## config.mk

```make
export PLATFORM = sky130hd
export DESIGN_NAME = mii_tx_frame_scheduler_flat
export DESIGN_NICKNAME = d
export VERILOG_FILES = /design/src/rtl/mii_tx_frame_scheduler_if.sv /design/src/rtl/mii_tx_frame_scheduler.sv /design/src/flat_wrapper.sv
export SDC_FILE = /design/constraint.sdc
export NUM_CORES = 1
export LEC_CHECK = 0
export CORE_MARGIN = 3
export CORE_UTILIZATION = 39
export CTS_CLUSTER_SIZE = 14
export DETAILED_ROUTE_END_ITERATION = 10
export PLACE_DENSITY = 0.86
export SYNTH_ARGS = -nofsm -noshare
export SYNTH_HDL_FRONTEND = slang
export SYNTH_SLANG_ARGS = --single-unit
export TNS_END_PERCENT = 100
```

## constraint.sdc

```tcl
create_clock -name clk -period 3.16 [get_ports clk]
set_input_delay 0.632 -clock clk [delete_from_list [all_inputs] [get_ports clk]]
set_output_delay 0.632 -clock clk [all_outputs]
set_load 0.03 [all_outputs]
```

## src/rtl/mii_tx_frame_scheduler_if.sv

```systemverilog
// Bus between the frame requesters / MAC frame generator and mii_tx_frame_scheduler.
// Requester k presents its descriptor at bits [16k+15:16k] of the packed vectors.
interface mii_tx_frame_scheduler_if #(
   parameter int NUM_REQ = 4
);
   logic [NUM_REQ-1:0]    i_req;
   logic [NUM_REQ*16-1:0] i_eth_type;
   logic [NUM_REQ*16-1:0] i_payload_length;
   logic                  i_done;
   logic [NUM_REQ-1:0]    o_gnt;
   logic                  o_start;
   logic [15:0]           o_eth_type;
   logic [15:0]           o_payload_length;
   logic                  o_len_clamp;
   logic                  o_busy;
   logic                  o_timeout;
   logic [15:0]           o_frame_count;
   logic [1:0]            dbg_state;

   // Requesters and generator side.
   modport master (
      output i_req, i_eth_type, i_payload_length, i_done,
      input  o_gnt, o_start, o_eth_type, o_payload_length, o_len_clamp,
             o_busy, o_timeout, o_frame_count, dbg_state
   );

   // Scheduler side.
   modport slave (
      input  i_req, i_eth_type, i_payload_length, i_done,
      output o_gnt, o_start, o_eth_type, o_payload_length, o_len_clamp,
             o_busy, o_timeout, o_frame_count, dbg_state
   );
endinterface

```

## src/rtl/mii_tx_frame_scheduler.sv

```systemverilog
// Round-robin scheduler sharing one MAC frame generator between NUM_REQ requesters.
// Optional done watchdog is compiled in with `define MII_SCHED_WDOG_EN.
//
// Handshake: a request is a level on i_req[k]; it is taken when o_gnt[k] goes high and
// the descriptor is latched on that same edge. o_start is a one-cycle pulse telling the
// generator the descriptor is valid; the generator answers with a one-cycle i_done, which
// is only honoured while waiting for it (never in the o_start cycle). No back-pressure.
module mii_tx_frame_scheduler #(
   parameter int NUM_REQ          = 4,
   parameter int PAYLOAD_MAX_SIZE = 1500,
   parameter int IFG_CYCLES       = 12,
   parameter int WDOG_CYCLES      = 4096
) (
   input  logic                   clk,
   input  logic                   i_rst,
   mii_tx_frame_scheduler_if.slave bus
);
   localparam int PTR_W = $clog2(NUM_REQ);
   localparam int GAP_W = (IFG_CYCLES > 1) ? $clog2(IFG_CYCLES) : 1;
   localparam logic [GAP_W-1:0] GAP_LAST = GAP_W'((IFG_CYCLES > 0) ? IFG_CYCLES - 1 : 0);
   localparam logic [15:0] LEN_MAX = 16'(PAYLOAD_MAX_SIZE);

   typedef enum logic [1:0] {
      S_IDLE  = 2'd0,
      S_START = 2'd1,
      S_WAIT  = 2'd2,
      S_GAP   = 2'd3
   } state_t;

   state_t               state_q, state_d;
   logic [PTR_W-1:0]     ptr_q;
   logic [PTR_W-1:0]     gnt_idx_q;
   logic [NUM_REQ-1:0]   gnt_q;
   logic [15:0]          eth_q, len_q, count_q;
   logic                 clamp_q;
   logic [GAP_W-1:0]     gap_cnt_q;
   logic                 sel_found;
   logic [PTR_W-1:0]     sel_idx;
   logic [15:0]          sel_len;
   logic                 wdog_evt;
   logic                 frame_end;

   // Position 'off' steps above 'base', wrapping at NUM_REQ.
   function automatic logic [PTR_W-1:0] wrap_idx(input logic [PTR_W-1:0] base, input int off);
      int s;
      s = int'(base) + off;
      if (s >= NUM_REQ) s = s - NUM_REQ;
      return PTR_W'(s);
   endfunction

   // Pick the first pending requester at or above the round-robin pointer.
   always_comb begin
      sel_found = 1'b0;
      sel_idx   = '0;
      for (int i = 0; i < NUM_REQ; i++) begin
         if (!sel_found && bus.i_req[wrap_idx(ptr_q, i)]) begin
            sel_found = 1'b1;
            sel_idx   = wrap_idx(ptr_q, i);
         end
      end
   end

   assign sel_len   = bus.i_payload_length[int'(sel_idx)*16 +: 16];
   assign frame_end = (state_q == S_WAIT) && (bus.i_done || wdog_evt);

`ifdef MII_SCHED_WDOG_EN
   localparam int WD_W = (WDOG_CYCLES > 1) ? $clog2(WDOG_CYCLES) : 1;
   localparam logic [WD_W-1:0] WD_LAST = WD_W'(WDOG_CYCLES - 1);

   logic [WD_W-1:0] wdog_cnt_q;
   logic            timeout_q;

   assign wdog_evt = (state_q == S_WAIT) && !bus.i_done && (wdog_cnt_q == WD_LAST);

   // Watchdog counts cycles spent waiting for done; restarts on every new wait.
   always_ff @(posedge clk) begin
      if (i_rst || state_q != S_WAIT) wdog_cnt_q <= '0;
      else                            wdog_cnt_q <= wdog_cnt_q + 1'b1;
   end

   // One-cycle abort pulse, coincident with the first gap cycle.
   always_ff @(posedge clk) begin
      if (i_rst) timeout_q <= 1'b0;
      else       timeout_q <= wdog_evt;
   end

   assign bus.o_timeout = timeout_q;
`else
   assign wdog_evt      = 1'b0;
   assign bus.o_timeout = 1'b0;
`endif

   // FSM state register.
   always_ff @(posedge clk) begin
      if (i_rst) state_q <= S_IDLE;
      else       state_q <= state_d;
   end

   // FSM next-state logic.
   always_comb begin
      state_d = state_q;
      case (state_q)
         S_IDLE:  if (sel_found) state_d = S_START;
         S_START: state_d = S_WAIT;
         S_WAIT:  if (frame_end) state_d = (IFG_CYCLES == 0) ? S_IDLE : S_GAP;
         S_GAP:   if (gap_cnt_q == GAP_LAST) state_d = S_IDLE;
         default: state_d = S_IDLE;
      endcase
   end

   // FSM outputs decoded from the current state.
   always_comb begin
      bus.o_busy      = (state_q != S_IDLE);
      bus.o_start     = (state_q == S_START);
      bus.o_len_clamp = (state_q == S_START) && clamp_q;
      bus.dbg_state   = state_q;
   end

   // Grant and descriptor capture; descriptor stays put between frames.
   always_ff @(posedge clk) begin
      if (i_rst) begin
         gnt_q     <= '0;
         gnt_idx_q <= '0;
         eth_q     <= '0;
         len_q     <= '0;
         clamp_q   <= 1'b0;
      end else if (state_q == S_IDLE && sel_found) begin
         gnt_q     <= NUM_REQ'(1) << sel_idx;
         gnt_idx_q <= sel_idx;
         eth_q     <= bus.i_eth_type[int'(sel_idx)*16 +: 16];
         len_q     <= (sel_len > LEN_MAX) ? LEN_MAX : sel_len;
         clamp_q   <= (sel_len > LEN_MAX);
      end else if (frame_end) begin
         gnt_q     <= '0;
      end
   end

   // Round-robin pointer moves past the served requester; count only real completions.
   always_ff @(posedge clk) begin
      if (i_rst) begin
         ptr_q   <= '0;
         count_q <= '0;
      end else if (frame_end) begin
         ptr_q <= (int'(gnt_idx_q) == NUM_REQ - 1) ? '0 : gnt_idx_q + 1'b1;
         if (bus.i_done) count_q <= count_q + 16'd1;
      end
   end

   // Inter-frame gap counter, idle at zero outside the gap.
   always_ff @(posedge clk) begin
      if (i_rst || state_q != S_GAP) gap_cnt_q <= '0;
      else                           gap_cnt_q <= gap_cnt_q + 1'b1;
   end

   assign bus.o_gnt            = gnt_q;
   assign bus.o_eth_type       = eth_q;
   assign bus.o_payload_length = len_q;
   assign bus.o_frame_count    = count_q;
endmodule

```

## src/flat_wrapper.sv

```systemverilog
// flat-port wrapper written by rule: the top's interface ports become plain ports
module mii_tx_frame_scheduler_flat 
#(
   parameter int NUM_REQ          = 4,
   parameter int PAYLOAD_MAX_SIZE = 1500,
   parameter int IFG_CYCLES       = 12,
   parameter int WDOG_CYCLES      = 4096
)
  (clk, i_rst, bus_i_req, bus_i_eth_type, bus_i_payload_length, bus_i_done, bus_o_gnt, bus_o_start, bus_o_eth_type, bus_o_payload_length, bus_o_len_clamp, bus_o_busy, bus_o_timeout, bus_o_frame_count, bus_dbg_state);
  mii_tx_frame_scheduler_if #(.NUM_REQ(NUM_REQ)) bus_i ();
  input  logic clk;
  input  logic i_rst;
  input wire logic [$bits(bus_i.i_req)-1:0] bus_i_req;
  input wire logic [$bits(bus_i.i_eth_type)-1:0] bus_i_eth_type;
  input wire logic [$bits(bus_i.i_payload_length)-1:0] bus_i_payload_length;
  input wire logic [$bits(bus_i.i_done)-1:0] bus_i_done;
  output wire logic [$bits(bus_i.o_gnt)-1:0] bus_o_gnt;
  output wire logic [$bits(bus_i.o_start)-1:0] bus_o_start;
  output wire logic [$bits(bus_i.o_eth_type)-1:0] bus_o_eth_type;
  output wire logic [$bits(bus_i.o_payload_length)-1:0] bus_o_payload_length;
  output wire logic [$bits(bus_i.o_len_clamp)-1:0] bus_o_len_clamp;
  output wire logic [$bits(bus_i.o_busy)-1:0] bus_o_busy;
  output wire logic [$bits(bus_i.o_timeout)-1:0] bus_o_timeout;
  output wire logic [$bits(bus_i.o_frame_count)-1:0] bus_o_frame_count;
  output wire logic [$bits(bus_i.dbg_state)-1:0] bus_dbg_state;
  assign bus_i.i_req = bus_i_req;
  assign bus_i.i_eth_type = bus_i_eth_type;
  assign bus_i.i_payload_length = bus_i_payload_length;
  assign bus_i.i_done = bus_i_done;
  assign bus_o_gnt = bus_i.o_gnt;
  assign bus_o_start = bus_i.o_start;
  assign bus_o_eth_type = bus_i.o_eth_type;
  assign bus_o_payload_length = bus_i.o_payload_length;
  assign bus_o_len_clamp = bus_i.o_len_clamp;
  assign bus_o_busy = bus_i.o_busy;
  assign bus_o_timeout = bus_i.o_timeout;
  assign bus_o_frame_count = bus_i.o_frame_count;
  assign bus_dbg_state = bus_i.dbg_state;
  mii_tx_frame_scheduler #(.NUM_REQ(NUM_REQ), .PAYLOAD_MAX_SIZE(PAYLOAD_MAX_SIZE), .IFG_CYCLES(IFG_CYCLES), .WDOG_CYCLES(WDOG_CYCLES)) u_core (.clk(clk), .i_rst(i_rst), .bus(bus_i));
endmodule
```

==> impl_metrics.json <==
{
  "n_fill_cell": 638,
  "grt_pass1_wl_um": 18200,
  "cts_setup_buffers": 0,
  "seq_area_frac_synth_pct": 36.9,
  "highest_layer": "met4",
  "yosys_warnings": 0,
  "die-area_mm2": 0.00993,
  "switching_share_pct": 39.1,
  "route.vias.total": 3978,
  "reg2reg_slack_ns": 0.25,
  "vdd_drop_max_mv": 0.281,
  "start_kind": "primary input",
  "r2r-start": "u_core.ptr_q[1]",
  "track_usage_pct": 22.8,
  "drt_iter0_markers": 129,
  "stdcell_count": 758,
  "worst_setup_path_end_kind": "register",
  "io_pins": 193,
  "p_leak_nw": 2.30,
  "finalCriticalPeriod_ns": 3.11,
  "p_clk_share_pct": 21.4,
  "cts_hold_repair.buffers": 0,
  "cts-htree-levels": 3,
  "fp.coreArea_mm2": 0.00838,
  "finalSetupTns_ns": 0,
  "fmax_mhz": 322,
  "vias_per_cell": 5.25,
  "met3_wirelength_um": 922,
  "criticalPathCategory": "in -> reg",
  "syn_area_mm2": 0.00342,
  "initial_core_util_pct": 40.8,
  "clk_pin_slew_ns": 0.07,
  "cts_buffers": 9,
  "cts.sinks": 63,
  "layout-drive-gt1-share_pct": 9.34,
  "min_from": "u_core.bus.o_eth_type[5]",
  "drt-met1-wl_um": 4730,
  "hold_path_end": "u_core.bus.o_eth_type[5]",
  "antenna_cells": 0,
  "synth_nets": 591,
  "grt_pass1_vias": 3927,
  "gp_congestion": 0.938,
  "grt_max_degree": 29,
  "dp_cells": 742,
  "status": "finished clean",
  "clock_latency_ns": 0.33,
  "detail-route-antenna-nets": 0,
  "dr.pass1.iters": 4,
  "finalCritPeriodShare_pct": 98.3,
  "ys_seq_elements": 63,
  "switching_power_mw": 1.32,
  "drv_cap": 0,
  "slew_violations": 0,
  "fin_skew_ns": 0.0125,
  "reg2reg_depth": 10,
  "finalSetupViolations": 0,
  "seqPwrFrac_pct": 30.1,
  "remaining_drc_errors": 0,
  "grt_overflow": 0,
  "hold_viol": 0,
  "clk_path_buf_depth": 2,
  "holdWs_ns": 0.455,
  "synth_flop_cell": "dfxtp_1",
  "postSynthCellCount": 449,
  "combPwrFrac_pct": 48.5,
  "r2r_end": "u_core.bus.o_payload_length[9]",
  "critPathMaxFanout": 15,
  "wl_um": 11900,
  "cts_root_buf": "clkbuf_8",
  "whs_path_depth": 2,
  "tightest_slew_ns": 0.594,
  "yosys.cell_types.count": 46,
  "cts_tree": "built",
  "critPathArrivalTime_ns": 3.32,
  "dr_wl_met2_um": 6020,
  "area_growth_pct": 69.0,
  "layout_common_cells": "190 x clkdlybuf4s50_1, 101 x nand2_1, 63 x dfxtp_1, 55 x nand3_1, 43 x nor2_1",
  "hpwl_um": 9180,
  "layout_commonest_cell": "clkdlybuf4s50_1",
  "synth-edff-count": 0,
  "die_h_um": 99.6,
  "rows": 33,
  "async_reset_ff_share_pct": 0,
  "cp_data_required_time_ns": 3.38,
  "port_buffers": 191,
  "final_nets": 790,
  "hold_path.class": "reg -> reg",
  "p_int_mw": 2.05,
  "fp.dieW_um": 99.6,
  "powerDensity_mw_per_mm2": 583,
  "slew_headroom_pct": 60.4,
  "wire_per_inst_um": 15.7,
  "syn_area_per_cell_um2": 7.62,
  "antenna_found_initial": 0
}
==> state kept, by name, summed over array words and instances, names as in the netlist <==
name                         count
u_core.bus.dbg_state             2
u_core.gap_cnt_q                 4
u_core.bus.o_eth_type           16
u_core.clamp_q                   1
u_core.bus.o_gnt                 4
u_core.bus.o_payload_length     16
u_core.ptr_q                     2
u_core.bus.o_frame_count        16
u_core.gnt_idx_q                 2
==> cell type report <==
class	instances	area (um^2)	area share, %
clock buffers	13	169	2.92
repair buffers	217	2110	36.6
clock inverters	3	40.0	0.693
well taps	105	131	2.27
multi-input cells	350	2040	35.2
flip-flops and latches	63	1260	21.8
inverters	7	26.3	0.455
==> power groups by stage <==
| stage | sequential (mW) | combinational (mW) | clock, mW |
|---|---|---|---|
| 3_5_place_dp | 1.03 | 1.60 | 0 |
| 6_report | 1.01 | 1.63 | 0.721 |
| 3_3_place_gp | 1.02 | 1.56 | 0 |
| 5_1_grt | 1.03 | 1.75 | 0.764 |
| 2_1_floorplan | 1.25 | 0.688 | 0 |
| 4_1_cts | 1.01 | 1.62 | 0.733 |
==> metal layers <==
metal	vias to the layer above	track usage (%)
li1	1942	-
met1	1844	26.6
met2	171	40.8
met3	21	5.40
met4	0	7.88
met5	-	0
==> critical path: stages <==
cell and delay [ns]:
clkdlybuf4s50_1 0.48, mux2i_1 0.19, nor2_1 0.12, nor3_4 0.27, buf_12 0.20, mux2i_1 0.11
mux2_2 0.31, nor4_4 0.32, a31oi_1 0.19, o21a_2 0.30, a22o_1 0.21
==> worst max path at each step <==
stage | cells after the start | end | startpoint
floorplan | 8 | u_core.bus.o_payload_length[9] | bus_i_req[0]
global placement | 11 | u_core.bus.o_payload_length[9] | bus_i_req[0]
detailed placement | 10 | u_core.bus.o_payload_length[9] | bus_i_req[0]
CTS | 11 | u_core.bus.o_payload_length[7] | bus_i_req[0]
global route | 11 | u_core.bus.o_payload_length[8] | bus_i_req[0]
finish | 11 | u_core.bus.o_payload_length[9] | bus_i_req[0]
==> cell usage after synthesis (2+ instances only) <==
library cell | n | area [um^2]
a32oi_1 | 3 | 26.3
a211oi_2 | 3 | 37.5
nand3_1 | 55 | 275
xor2_1 | 10 | 87.6
buf_6 | 2 | 22.5
nand2_1 | 101 | 379
inv_1 | 7 | 26.3
nor4_1 | 2 | 12.5
ha_1 | 7 | 87.6
nand2b_1 | 2 | 12.5
a21oi_1 | 27 | 135
nor3_1 | 7 | 35.0
mux2i_1 | 23 | 230
buf_1 | 4 | 15.0
dfxtp_1 | 63 | 1260
a211oi_1 | 6 | 45.0
clkbuf_1 | 20 | 75.1
and4_1 | 2 | 17.5
a22oi_1 | 2 | 15.0
and2_1 | 4 | 25.0
or3_1 | 4 | 25.0
mux2_2 | 8 | 90.1
xnor2_1 | 4 | 35.0
o31ai_1 | 2 | 15.0
nor2_1 | 44 | 165
and3_1 | 7 | 43.8
o21ai_0 | 6 | 30.0
nand4_1 | 4 | 25.0
or4_1 | 3 | 22.5
==> through the flow <==
stage	power (mW)	setup WS (ns)	util [%]	cell area (um^2)
global route	3.55	-0.0801	68.9	5780
global placement	2.58	-0.134	66.1	5540
detailed placement	2.63	-0.327	66.1	5540
finish	3.37	0.0543	68.9	5780
floorplan	1.93	0.398	-	3420
CTS	3.36	0.0463	68.6	5750
==> kinds of logic (layout without fill, tap and decap cells) <==
| logic type | count (synthesis) | in the layout | synth area share, % |
|---|---|---|---|
| AND/OR/NAND/NOR | 238 | 238 | 31.1 |
| flip-flops | 63 | 63 | 36.9 |
| AO/OA/AOI/OAI | 58 | 58 | 11.1 |
| buffers and inverters | 36 | 240 | 5.01 |
| multiplexers | 32 | 32 | 9.70 |
| XOR/XNOR | 14 | 14 | 3.59 |
| adder cells (fa/ha/maj) | 7 | 7 | 2.56 |
| other | 1 | 1 | 0.110 |
==> what timing repair did <==
item	CTS	global route
pin swaps	0	0
endpoints found under the hold margin	0	0
cloned	0	0
gates resized for setup	1	5
endpoints found under the setup margin	9	8
No activity file was read; power rests on OpenSTA's default activity.
